[src/rtl/simon_pkg.sv]
// Shared constants and types for the Simon 32/64 key schedule.
package simon_pkg;

  localparam int unsigned WORD_W = 16;
  localparam int unsigned ROUNDS = 32;
  localparam int unsigned IDX_W  = 5;

  localparam logic [WORD_W-1:0] RK_CONST = 16'hFFFC;

  // Ascending range so that Z0[0] is the leftmost (first) sequence bit.
  localparam logic [0:61] Z0 =
    62'b11111010001001010110000111001101111101000100101011000011100110;

  typedef enum logic [1:0] {
    ST_IDLE,
    ST_GEN,
    ST_DONE
  } state_t;

endpackage

[src/rtl/simon_key_sched_if.sv]
// Control/read bus between the key schedule and its consumer.
interface simon_key_sched_if;
  import simon_pkg::*;

  logic                  start;
  logic [4*WORD_W-1:0]   key_in;
  logic                  key_done;
  logic                  rd_en;
  logic [IDX_W-1:0]      rd_idx;
  logic [WORD_W-1:0]     rk_out;
  logic                  rk_valid;

  modport master (
    output start, key_in, rd_en, rd_idx,
    input  key_done, rk_out, rk_valid
  );

  modport slave (
    input  start, key_in, rd_en, rd_idx,
    output key_done, rk_out, rk_valid
  );

endinterface

[src/rtl/simon_rk_ram.sv]
// Round-key store: one synchronous write port, one registered read port.
module simon_rk_ram #(
    parameter int unsigned DEPTH = 32,
    parameter int unsigned WIDTH = 16,
    parameter int unsigned AW    = 5
) (
    input  logic             clk,
    input  logic             res_n,
    input  logic             we,
    input  logic [AW-1:0]    waddr,
    input  logic [WIDTH-1:0] wdata,
    input  logic             re,
    input  logic [AW-1:0]    raddr,
    output logic [WIDTH-1:0] rdata_q
);

    logic [WIDTH-1:0] mem_q [DEPTH];
    logic [WIDTH-1:0] rdata_d;

    // Storage array is deliberately left unreset.
    always_ff @(posedge clk) begin
        if (we) begin
            mem_q[waddr] <= wdata;
        end
    end

    always_comb begin
        rdata_d = rdata_q;
        if (re) begin
            rdata_d = mem_q[raddr];
        end
    end

    always_ff @(posedge clk or negedge res_n) begin
        if (!res_n) begin
            rdata_q <= '0;
        end else begin
            rdata_q <= rdata_d;
        end
    end

endmodule

[src/rtl/simon_key_sched.sv]
// Simon 32/64 key expansion: generates ROUNDS round keys into a RAM, then serves reads.
module simon_key_sched #(
    parameter int unsigned WORD_W = simon_pkg::WORD_W,
    parameter int unsigned ROUNDS = simon_pkg::ROUNDS
) (
    input  logic               clk,
    input  logic               res_n,
    simon_key_sched_if.slave   bus
);
    import simon_pkg::*;

    state_t                   state_q, state_d;
    logic [IDX_W-1:0]         idx_q, idx_d;
    logic [3:0][WORD_W-1:0]   w_q, w_d;
    logic                     rk_valid_q, rk_valid_d;
    logic [WORD_W-1:0]        tmp_a, tmp_b, new_w;
    logic                     we;
    logic                     rd_fire;

    always_comb begin
        tmp_a = {w_q[3][2:0], w_q[3][WORD_W-1:3]} ^ w_q[1];
        tmp_b = tmp_a ^ {tmp_a[0], tmp_a[WORD_W-1:1]};
        new_w = WORD_W'(RK_CONST) ^ w_q[0] ^ tmp_b ^ WORD_W'(Z0[{1'b0, idx_q}]);

        state_d = state_q;
        idx_d   = idx_q;
        w_d     = w_q;
        we      = 1'b0;

        case (state_q)
            ST_IDLE, ST_DONE: begin
                if (bus.start) begin
                    w_d     = bus.key_in;
                    idx_d   = '0;
                    state_d = ST_GEN;
                end
            end
            ST_GEN: begin
                we    = 1'b1;
                w_d   = {new_w, w_q[3], w_q[2], w_q[1]};
                idx_d = idx_q + 1'b1;
                if (idx_q == IDX_W'(ROUNDS - 1)) begin
                    state_d = ST_DONE;
                end
            end
            default: state_d = ST_IDLE;
        endcase

        // A read in DONE sees pre-restart contents: GEN writes start one edge later.
        rd_fire    = bus.rd_en && (state_q == ST_DONE);
        rk_valid_d = rd_fire;
    end

    always_ff @(posedge clk or negedge res_n) begin
        if (!res_n) begin
            state_q    <= ST_IDLE;
            idx_q      <= '0;
            w_q        <= '0;
            rk_valid_q <= 1'b0;
        end else begin
            state_q    <= state_d;
            idx_q      <= idx_d;
            w_q        <= w_d;
            rk_valid_q <= rk_valid_d;
        end
    end

    simon_rk_ram #(
        .DEPTH (ROUNDS),
        .WIDTH (WORD_W),
        .AW    (IDX_W)
    ) u_rk_ram (
        .clk     (clk),
        .res_n   (res_n),
        .we      (we),
        .waddr   (idx_q),
        .wdata   (w_q[0]),
        .re      (rd_fire),
        .raddr   (bus.rd_idx),
        .rdata_q (bus.rk_out)
    );

    assign bus.key_done = (state_q == ST_DONE);
    assign bus.rk_valid = rk_valid_q;

endmodule

[src/flat_wrapper.sv]
// flat-port wrapper written by rule: the top's interface ports become plain ports
module simon_key_sched_flat import simon_pkg::*;
#(
    parameter int unsigned WORD_W = simon_pkg::WORD_W,
    parameter int unsigned ROUNDS = simon_pkg::ROUNDS
)
  (clk, res_n, bus_start, bus_key_in, bus_rd_en, bus_rd_idx, bus_key_done, bus_rk_out, bus_rk_valid);
  simon_key_sched_if bus_i ();
  input  logic clk;
  input  logic res_n;
  input wire logic [$bits(bus_i.start)-1:0] bus_start;
  input wire logic [$bits(bus_i.key_in)-1:0] bus_key_in;
  input wire logic [$bits(bus_i.rd_en)-1:0] bus_rd_en;
  input wire logic [$bits(bus_i.rd_idx)-1:0] bus_rd_idx;
  output wire logic [$bits(bus_i.key_done)-1:0] bus_key_done;
  output wire logic [$bits(bus_i.rk_out)-1:0] bus_rk_out;
  output wire logic [$bits(bus_i.rk_valid)-1:0] bus_rk_valid;
  assign bus_i.start = bus_start;
  assign bus_i.key_in = bus_key_in;
  assign bus_i.rd_en = bus_rd_en;
  assign bus_i.rd_idx = bus_rd_idx;
  assign bus_key_done = bus_i.key_done;
  assign bus_rk_out = bus_i.rk_out;
  assign bus_rk_valid = bus_i.rk_valid;
  simon_key_sched #(.WORD_W(WORD_W), .ROUNDS(ROUNDS)) u_core (.clk(clk), .res_n(res_n), .bus(bus_i));
endmodule
[config.mk]
export PLATFORM = sky130hd
export DESIGN_NAME = simon_key_sched_flat
export DESIGN_NICKNAME = d
export VERILOG_FILES = /design/src/rtl/simon_pkg.sv /design/src/rtl/simon_key_sched_if.sv /design/src/rtl/simon_rk_ram.sv /design/src/rtl/simon_key_sched.sv /design/src/flat_wrapper.sv
export SDC_FILE = /design/constraint.sdc
export NUM_CORES = 1
export LEC_CHECK = 0
export ABC_AREA = 0
export BUFFER_PORTS_ARGS = -buffer_cell sky130_fd_sc_hd__buf_2
export CAP_MARGIN = 20
export CORE_UTILIZATION = 35
export DETAILED_ROUTE_END_ITERATION = 6
export GPL_TIMING_DRIVEN = 0
export SLEW_MARGIN = 15
export SYNTH_ARGS = -nofsm -noshare
export SYNTH_HDL_FRONTEND = slang
export SYNTH_SLANG_ARGS = --single-unit
[constraint.sdc]
create_clock -name clk -period 5 [get_ports clk]
set_clock_uncertainty 0.15 [all_clocks]
set_input_delay 0.5 -clock clk [delete_from_list [all_inputs] [get_ports clk]]
set_output_delay 0.5 -clock clk [all_outputs]
set_load 0.01 [all_outputs]
==> results.sh <==
export IMPL_status="complete, no violations"
export IMPL_core_sq_um=68710
export IMPL_cts_repair_resize_count=0
export IMPL_grt_max_degree=46
export IMPL_routabilityCongestion=0.8314
export IMPL_dieArea_sq_um=70580
export IMPL_netlist_area_sq_um=24330
export IMPL_cp_num_cells=5
export IMPL_grt_pass1_wl_um=98290
export IMPL_netlist_area_leader_share_pct=63.19
export IMPL_antenna_found_initial=1
export IMPL_cp_required_ps=5200
export IMPL_cts_clk_slew_worst_paths_ps=60
export IMPL_crit_path_top_delay_cell="nor2_2"
export IMPL_start_kind="flip-flop"
export IMPL_leakage_nw=10.60
export IMPL_firstDrtPassIters=7
export IMPL_overflow=0
export IMPL_synth_edf_count=512
export IMPL_die_w_um=265.7
export IMPL_grt_use_total_pct=19.15
export IMPL_io_pins=91
export IMPL_cts_sink_count=600
export IMPL_critPathBufInv=2
export IMPL_path_cells="nor2b_1, clkbuf_1, nand2_1, nor2_2, buf_6"
export IMPL_layout_common_cells="edfxtp_1 (512), mux2i_1 (257), a22oi_1 (128)"
export IMPL_finalMaxSlewViolations=0
export IMPL_drv_cap=0
export IMPL_synthTopCellsByArea="edfxtp_1 (63%), mux2i_1 (11%), dfrtp_1 (9.1%)"
export IMPL_cts_buffers=59
export IMPL_r2r_cells=5
export IMPL_htree_levels=2
export IMPL_yosysTopAreaCell="edfxtp_1"
export IMPL_final_core_util_pct=42.51
export IMPL_p_per_area_nw_per_um2=533.4
export IMPL_area_growth_pct=20.04
export IMPL_syn_area_per_cell_sq_um=16.57
export IMPL_synthArstFlopShare_pct=14.67
export IMPL_cp_end_kind="flip-flop"
export IMPL_rsz0062_at_grt="false"
export IMPL_row_count=96
export IMPL_final_common_cell="edfxtp_1"
export IMPL_first_global_vias=14350
export IMPL_die_h_um=265.7
export IMPL_fin_setup_tns_ps=0
export IMPL_fin_crit_ps=3014
export IMPL_max_slew_worst_pin_slew_ps=992.1
export IMPL_wl_per_cell_um=24.94
export IMPL_worstSkewPairLatency_ps=640
export IMPL_synth_cells=1468
export IMPL_fmaxAchievable_mhz=331.8
export IMPL_timing_rr_start="u_core.state_q[0]"
export IMPL_yosysSeqAreaShare_pct=72.24
export IMPL_ys_types=38
export IMPL_vdd_drop_max_mv=0.3063
export IMPL_start_util_pct=35.41
export IMPL_yosysWarnings=0
export IMPL_slew_headroom_pct=33.86
export IMPL_finalHoldViolations=0
export IMPL_r2r_end="u_core.u_rk_ram.mem_q[11][10]"
export IMPL_path_max_fanout=10
export IMPL_rrSetupSlack_ps=1990
export IMPL_hold_class="in2async"
export IMPL_critPathTopFamily="simple AND/OR/NAND/NOR gates"
export IMPL_postRouteWirelength_um=67330
export IMPL_post_route_drc_count=0
export IMPL_max_stage_delay_ps=770
export IMPL_cts_root_buffer="clkbuf_16"
export IMPL_setup_violations=0
export IMPL_antenna_cells=0
export IMPL_cts_setup_buffers=0
export IMPL_first_iter_violations=1288
export IMPL_place_port_buffers=89
export IMPL_crit_arrival_ps=3220
export IMPL_synth_nets=1547
export IMPL_num_vias=14140
export IMPL_finalNetCount=1798
export IMPL_synth_ff_type="edfxtp_1"
export IMPL_ant_nets=0
export IMPL_ys_seq_elements=600
export IMPL_cts_tree="done"
export IMPL_layout_drive_gt1_share_pct=18.99
export IMPL_crit_type="reg2reg"
export IMPL_dp_hpwl_um=45320
export IMPL_drt_vias_per_instance=5.238
export IMPL_clockBufferDepth=3
export IMPL_post_route_period_util_pct=60.27
==> registers in the layout, summed over array words and instances (netlist names) <==
name	count
u_core.u_rk_ram.mem_q	512
u_core.w_q	64
u_core.u_rk_ram.rdata_q	16
u_core.idx_q	5
u_core.state_q	2
u_core.bus.rk_valid	1
==> worst max path at each step <==
stage                            startpoint                       endpoint  slack (ps)
after CTS                 u_core.state_q[0]  u_core.u_rk_ram.mem_q[11][10]        2040
final                     u_core.state_q[0]  u_core.u_rk_ram.mem_q[11][10]        1990
after floorplan             u_core.idx_q[2]   u_core.u_rk_ram.mem_q[10][0]        2640
after global placement    u_core.state_q[0]  u_core.u_rk_ram.mem_q[15][10]        1240
after detailed placement      bus_rd_idx[1]    u_core.u_rk_ram.rdata_q[13]        1630
after global routing      u_core.state_q[0]   u_core.u_rk_ram.mem_q[11][8]        1870
==> report_power, final <==
part / switching, mW / total, mW / internal, mW
clock: 1.90 / 4.46 / 2.56
sequential: 1.04 / 7.95 / 6.91
combinational: 1.87 / 3.17 / 1.30
==> layout make-up <==
cell class	instances	area (sq um)
plain buffers	91	584.3
clock buffers	86	1659
clock inverters	25	286.5
fillers	6206	39500
inverters	5	18.77
multi-input cells	772	6246
flip-flops and latches	600	17590
well taps	931	1165
repair buffers	190	1654
==> synthesized netlist by cell type, types with 6 or more instances <==
master and count:
mux2i_1 257, o41ai_2 16, o22ai_1 16, nand2_1 122, a22o_1 34, a221oi_2 22
buf_1 15, o21ai_0 21, ha_1 6, edfxtp_1 512, buf_4 18, nor2_1 35
a221oi_1 10, a21oi_1 32, xnor2_1 48, a22oi_1 128, dfrtp_1 88, clkbuf_1 33
buf_2 12, buf_12 7
==> logic make-up (layout without fill, tap and decap cells) <==
group                      Yosys count  after routing  share of synthesized area, %
adders and majority gates            6              6                        0.3085
xor gates and xnor gates            49             49                         1.764
and+or+nand+nor                    177            177                         2.962
AOI/OAI and AO/OA                  281            281                         9.534
DFF                                600            600                         72.24
buffers and inverters               96            397                         2.479
muxes                              259            259                         10.71
==> what timing repair did <==
action / CTS / global route
hold endpoints to repair: 109 / 0
hold buffers: 66 / 0
setup endpoints to repair: 0 / 0
==> metrics by stage <==
stage                     cells  hold slack, ps  area (sq um)  total power, mW  setup WS, ps
after floorplan            1468           54.41         24330            9.568          2640
after global placement     2488           312.5         25940            10.81          1245
after detailed placement   2523           312.8         26600            11.18          1634
after CTS                  2700           277.7         29200            15.63          2040
after global routing       2700           317.6         29210            16.18          1872
final                      2700           287.0         29210            15.58          1986
==> routing by layer <==
layer / up-vias / share of wire [%] / global-route usage (%)
li1: 6265 / - / -
met1: 7273 / 45 / 27.05
met2: 521 / 47 / 30.73
met3: 82 / 6.6 / 3.120
met4: 2 / 1.8 / 4.800
met5: - / 0.012 / 0
(Power assumes the default switching activity.)
